File: config.mk
export PLATFORM = sky130hd
export DESIGN_NAME = sfpp_reconfig_b2p_decoder
export DESIGN_NICKNAME = d
export VERILOG_FILES = /design/src/rtl/sfpp_reconfig_pkg.sv /design/src/rtl/sfpp_reconfig_b2p_decoder.sv
export SDC_FILE = /design/constraint.sdc
export NUM_CORES = 1
export LEC_CHECK = 0
export BUFFER_PORTS_ARGS = -buffer_cell sky130_fd_sc_hd__buf_2
export CORE_ASPECT_RATIO = 0.9
export CORE_MARGIN = 10
export CORE_UTILIZATION = 57
export DETAILED_ROUTE_END_ITERATION = 8
export HOLD_SLACK_MARGIN = 0.12
export PLACE_DENSITY_LB_ADDON = 0.12
export SLEW_MARGIN = 20
export SYNTH_ARGS = -nofsm -noshare
export SYNTH_HDL_FRONTEND = slang
export SYNTH_SLANG_ARGS = --single-unit
File: constraint.sdc
create_clock -name clk -period 3.9 [get_ports clk]
set_input_delay 0.975 -clock clk [delete_from_list [all_inputs] [get_ports clk]]
set_output_delay 0.975 -clock clk [all_outputs]
set_load 0.05 [all_outputs]
File: src/rtl/sfpp_reconfig_pkg.sv
// rtl/sfpp_reconfig_pkg.sv - shared framing constants and decoder state for the reconfig byte path
//
// Purpose: in-band framing marker values and the bytes-to-packets decoder
//          state encoding, shared by the decoder and the packet-to-bytes encoder.
// Ports:   none (package).
package sfpp_reconfig_pkg;

  localparam logic [7:0] MARK_SOP  = 8'h7A;
  localparam logic [7:0] MARK_EOP  = 8'h7B;
  localparam logic [7:0] MARK_CHAN = 8'h7C;
  localparam logic [7:0] MARK_ESC  = 8'h7D;
  localparam logic [7:0] ESC_XOR   = 8'h20;

  typedef enum logic [1:0] {
    NORMAL   = 2'd0,
    ESC      = 2'd1,
    CHAN     = 2'd2,
    CHAN_ESC = 2'd3
  } b2p_state_e;

endpackage

File: src/rtl/sfpp_reconfig_b2p_decoder.sv
// rtl/sfpp_reconfig_b2p_decoder.sv - bytes-to-packets decoder for the reconfig command byte stream
//
// Purpose: strips SOP/EOP/channel/escape markers from the framed byte stream
//          and emits unescaped data bytes with packet and channel sideband
//          through a single output register stage. Data bytes seen outside a
//          packet are dropped and counted in a saturating counter.
// Ports:
//   clk, reset                   - clock, synchronous active-high reset
//   in_valid, in_data, in_ready  - framed byte stream in
//   out_valid, out_data, out_channel, out_startofpacket, out_endofpacket,
//   out_ready                    - decoded packet byte stream out
//   drop_count                   - saturating count of dropped out-of-packet bytes
module sfpp_reconfig_b2p_decoder
  import sfpp_reconfig_pkg::*;
#(
  parameter int CHANNEL_WIDTH  = 8,
  parameter int DROP_CNT_WIDTH = 16
) (
  input  logic                      clk,
  input  logic                      reset,
  input  logic                      in_valid,
  input  logic [7:0]                in_data,
  output logic                      in_ready,
  output logic                      out_valid,
  output logic [7:0]                out_data,
  output logic [CHANNEL_WIDTH-1:0]  out_channel,
  output logic                      out_startofpacket,
  output logic                      out_endofpacket,
  input  logic                      out_ready,
  output logic [DROP_CNT_WIDTH-1:0] drop_count
);

  b2p_state_e               state, state_n;
  logic                     sop_pend, sop_pend_n;
  logic                     eop_pend, eop_pend_n;
  logic                     in_packet, in_packet_n;
  logic [CHANNEL_WIDTH-1:0] chan_reg, chan_reg_n;

  logic       accept;
  logic       is_data;
  logic [7:0] data_byte;
  logic       emit;
  logic       drop;

  // Single register stage: a new byte may enter whenever the held one leaves.
  assign in_ready = !out_valid || out_ready;
  assign accept   = in_valid && in_ready;

  always_comb begin
    state_n     = state;
    sop_pend_n  = sop_pend;
    eop_pend_n  = eop_pend;
    in_packet_n = in_packet;
    chan_reg_n  = chan_reg;
    is_data     = 1'b0;
    data_byte   = in_data;

    if (accept) begin
      case (state)
        NORMAL: begin
          if (in_data == MARK_SOP) begin
            sop_pend_n = 1'b1;
          end else if (in_data == MARK_EOP) begin
            eop_pend_n = 1'b1;
          end else if (in_data == MARK_CHAN) begin
            state_n = CHAN;
          end else if (in_data == MARK_ESC) begin
            state_n = ESC;
          end else begin
            is_data = 1'b1;
          end
        end
        ESC: begin
          is_data   = 1'b1;
          data_byte = in_data ^ ESC_XOR;
          state_n   = NORMAL;
        end
        CHAN: begin
          if (in_data == MARK_ESC) begin
            state_n = CHAN_ESC;
          end else begin
            chan_reg_n = CHANNEL_WIDTH'(in_data);
            state_n    = NORMAL;
          end
        end
        CHAN_ESC: begin
          chan_reg_n = CHANNEL_WIDTH'(in_data ^ ESC_XOR);
          state_n    = NORMAL;
        end
        default: state_n = NORMAL;
      endcase
    end

    emit = is_data && (in_packet || sop_pend);
    drop = is_data && !emit;

    if (emit) begin
      sop_pend_n = 1'b0;
      eop_pend_n = 1'b0;
      // EOP wins so a byte carrying both SOP and EOP leaves us outside a packet.
      if (sop_pend) in_packet_n = 1'b1;
      if (eop_pend) in_packet_n = 1'b0;
    end

    // An EOP marker that only precedes a dropped byte must not leak into the next packet.
    if (drop) begin
      eop_pend_n = 1'b0;
    end
  end

  always_ff @(posedge clk) begin
    if (reset) begin
      state     <= NORMAL;
      sop_pend  <= 1'b0;
      eop_pend  <= 1'b0;
      in_packet <= 1'b0;
      chan_reg  <= '0;
    end else begin
      state     <= state_n;
      sop_pend  <= sop_pend_n;
      eop_pend  <= eop_pend_n;
      in_packet <= in_packet_n;
      chan_reg  <= chan_reg_n;
    end
  end

  always_ff @(posedge clk) begin
    if (reset) begin
      out_valid         <= 1'b0;
      out_data          <= '0;
      out_channel       <= '0;
      out_startofpacket <= 1'b0;
      out_endofpacket   <= 1'b0;
    end else if (emit) begin
      out_valid         <= 1'b1;
      out_data          <= data_byte;
      out_channel       <= chan_reg;
      out_startofpacket <= sop_pend;
      out_endofpacket   <= eop_pend;
    end else if (out_ready) begin
      out_valid <= 1'b0;
    end
  end

  always_ff @(posedge clk) begin
    if (reset) begin
      drop_count <= '0;
    end else if (drop && (drop_count != {DROP_CNT_WIDTH{1'b1}})) begin
      drop_count <= drop_count + DROP_CNT_WIDTH'(1);
    end
  end

endmodule

==> key figures <==
STA
  • Worst slew pin tran: 0.899 ns
  • Min Tclk post-route: 2.64 ns
  • Slew Limit Headroom: 40.1%
  • Setup TNS: 0 ns
  • Hold_ws: 0.476 ns
  • Achievable clock frequency: 378 MHz
  • Setup Skew: 0.00566 ns
  • Crit share post-route: 67.8%
  • RSZ-0062 raised after global routing: false
  • Final setup viols: 0
  • Final hold violations: 0
  • Max-slew violations: 0

Clocking
  • Skew-Pair Late Insertion Delay: 0.29 ns
  • Clock sink count: 48
  • Post-CTS Repair Setup Buffers: 0
  • CTS H-tree depth: 2
  • CTS clk-pin slew, worst paths: 0.08 ns
  • TritonCTS clock tree: built
  • Clock Tree Root: clkbuf_8
  • CTS Buffer Depth: 2
  • Post-CTS sizing: 0
  • Number of hold buffers added after CTS: 0
  • Num CTS Buffers: 5

Drt
  • Via/cell ratio: 5.67
  • Routed WL: 4.72 mm
  • Drt drc: 0
  • Antenna viol nets, final: 0
  • Drt wl/cell: 15.0 microns
  • Drt first pass iters: 4
  • Vias after detailed routing: 1779
  • Initial DRC count: 96

Status
  • Status: finished clean

Floorplanning
  • FP Rows: 20
  • Die H: 77.2 microns
  • Die area: 6450 sq um
  • Die Wd: 83.6 microns
  • Area of the core: 3430 sq um
  • Initial core utilization: 60.5%
  • Top-level I/O count: 48

Final layout
  • Area grow syn2layout: 16.1%
  • Share of cells above drive strength 1: 22.6%
  • Final core utilization: 70.2%
  • Nets: 283
  • Max reg flops: 16
  • # diodes: 0
  • Most common cell after layout, fill and taps aside: dfxtp_1
  • Top reg by flops: drop_count
  • Most frequent cells in the layout: 48 x dfxtp_1, 47 x buf_2, 39 x nor2_1

Yosys
  • Dominant cells by area after synthesis: dfxtp_1 46%, mux2i_1 12%, nor2_1 7.1%
  • Synth unique cells: 40
  • Post-synth top flop: dfxtp_1
  • Ys async rst share: 0%
  • Sequential fraction of the synthesis area: 46.3%
  • Ys Warns: 0
  • Largest area contributor in the netlist: dfxtp_1
  • Synth Area per Inst: 9.21 sq um
  • Syn_nets: 238
  • Post-synth EDFFs: 0
  • Mapped Cells: 225
  • Cell Area, Synth: 2070 sq um
  • Synth top area share: 46.3%
  • Yosys reg bits: 48

GRT
  • Total gr overflow: 0
  • Gr usage total: 14.1%
  • Initial antenna violation count: 0
  • Largest net degree at the start of global routing: 53
  • First-pass GRT wire length: 7.98 mm
  • Vias in the first global route: 1680

Critical path
  • Reg2reg end: drop_count[11]
  • CP endpoint: in_ready
  • Worst path max stage delay: 0.23 ns
  • Reg2reg start: drop_count[6]
  • FF-to-FF path depth: 5
  • Crit-path cells: buf_2 > nor2b_1 > inv_1 > buf_2
  • Gate family responsible for the most delay along the worst path: buffers and inverters
  • Reg-to-reg slack, setup: 1.52 ns
  • Crit path from: out_ready
  • Master of the slowest instance on the critical path: nor2b_1
  • Levels on crit path: 4
  • Worst EP required: 2.92 ns
  • Worst setup EP type: output port
  • Startpoint Class: input port
  • Buf/Inv on CP: 3
  • Most frequent CP cell: buf_2
  • Worst path arrival time: 1.67 ns
  • Critical path class: input port to output port
  • CP max FO: 4

Power
  • Seq pwr share: 60.7%
  • VDD IR max: 214 uV
  • Internal power: 629 uW
  • Sw Ratio: 23.1%
  • Net load switching power: 189 uW
  • Comb pwr share: 6.3%
  • Pwr dens: 340 nW/um^2
  • Clk pwr share: 33.0%
  • P_leak: 0.932 nW

Placement
  • Post-DP HPWL: 3.43 mm
  • # port buffers: 47
  • Routability Congestion: 0.766

Worst hold path
  • Hold depth: 2
  • Hold crit path type: flip-flop to flip-flop

Job
  • Max-Cap Viols: 0
[power by group through the flow]
| stage | combinational, mW | sequential [mW] | clock [mW] |
|---|---|---|---|
| after floorplan | 0.0250 | 0.516 | 0 |
| after global placement | 0.0503 | 0.508 | 0 |
| after detailed placement | 0.0509 | 0.508 | 0 |
| after CTS | 0.0511 | 0.496 | 0.280 |
| after global routing | 0.0563 | 0.497 | 0.299 |
| final | 0.0513 | 0.497 | 0.270 |
[metrics by stage]
| step | power [mW] | worst slack, ns | instances | cell area [sq um] |
|---|---|---|---|---|
| 2_1_floorplan | 0.541 | 1.20 | 225 | 2070 |
| 3_3_place_gp | 0.558 | 1.03 | 307 | 2330 |
| 3_5_place_dp | 0.559 | 0.990 | 307 | 2330 |
| 4_1_cts | 0.827 | 1.25 | 314 | 2410 |
| 5_1_grt | 0.852 | 1.14 | 314 | 2410 |
| 6_report | 0.818 | 1.26 | 314 | 2410 |
[cell usage after synthesis, types with 4 or more instances]
cell	number
dfxtp_1	48
nor2_1	39
mux2i_1	24
a21oi_1	13
nand2_1	11
nand3_1	10
or4_1	8
clkbuf_1	6
nor3_1	6
o31ai_1	6
inv_1	5
nor2b_1	4
[worst min-delay path: cells and delay by family, from the launching register on]
family | cells | cell delay [ns]
flops | 1 | 0.32
compound gates | 2 | 0.12
[kinds of logic after synthesis]
kind of cell    count (synthesis)  share of synthesized area (%)
simple gates                   98                           24.6
flops                          48                           46.3
compound gates                 32                           10.4
mux                            26                           12.7
buf+inv                        15                           3.26
xor+xnor                        5                           2.11
fa+ha+maj                       1                          0.603
[worst min-delay path by stage]
| stage | startpoint | endpoint | slack, ns |
|---|---|---|---|
| 5_1_grt | out_channel[3] | out_channel[3] | 0.51 |
| 3_3_place_gp | out_channel[4] | out_channel[4] | 0.47 |
| 3_5_place_dp | out_startofpacket | out_startofpacket | 0.46 |
| 6_report | out_startofpacket | out_startofpacket | 0.48 |
| 4_1_cts | out_startofpacket | out_startofpacket | 0.47 |
| 2_1_floorplan | state[0] | state[0] | 0.45 |
[final cells by class]
cell class | instances | area, sq um
clock inverters | 1 | 5.00
clock buffers | 6 | 72.6
inverters | 5 | 18.8
fillers | 288 | 1020
repair buffers | 48 | 243
well taps | 44 | 55.1
multi-input cells | 162 | 1050
flip-flops and latches | 48 | 961
[layer usage]
metal	vias up	track usage (%)	share of wire, %
met5	-	0	0
met2	38	22.4	46
met3	2	4.65	5.3
met4	0	3.01	0.40
met1	837	18.0	48
li1	902	-	-
No activity file was read; power rests on OpenSTA's default activity.
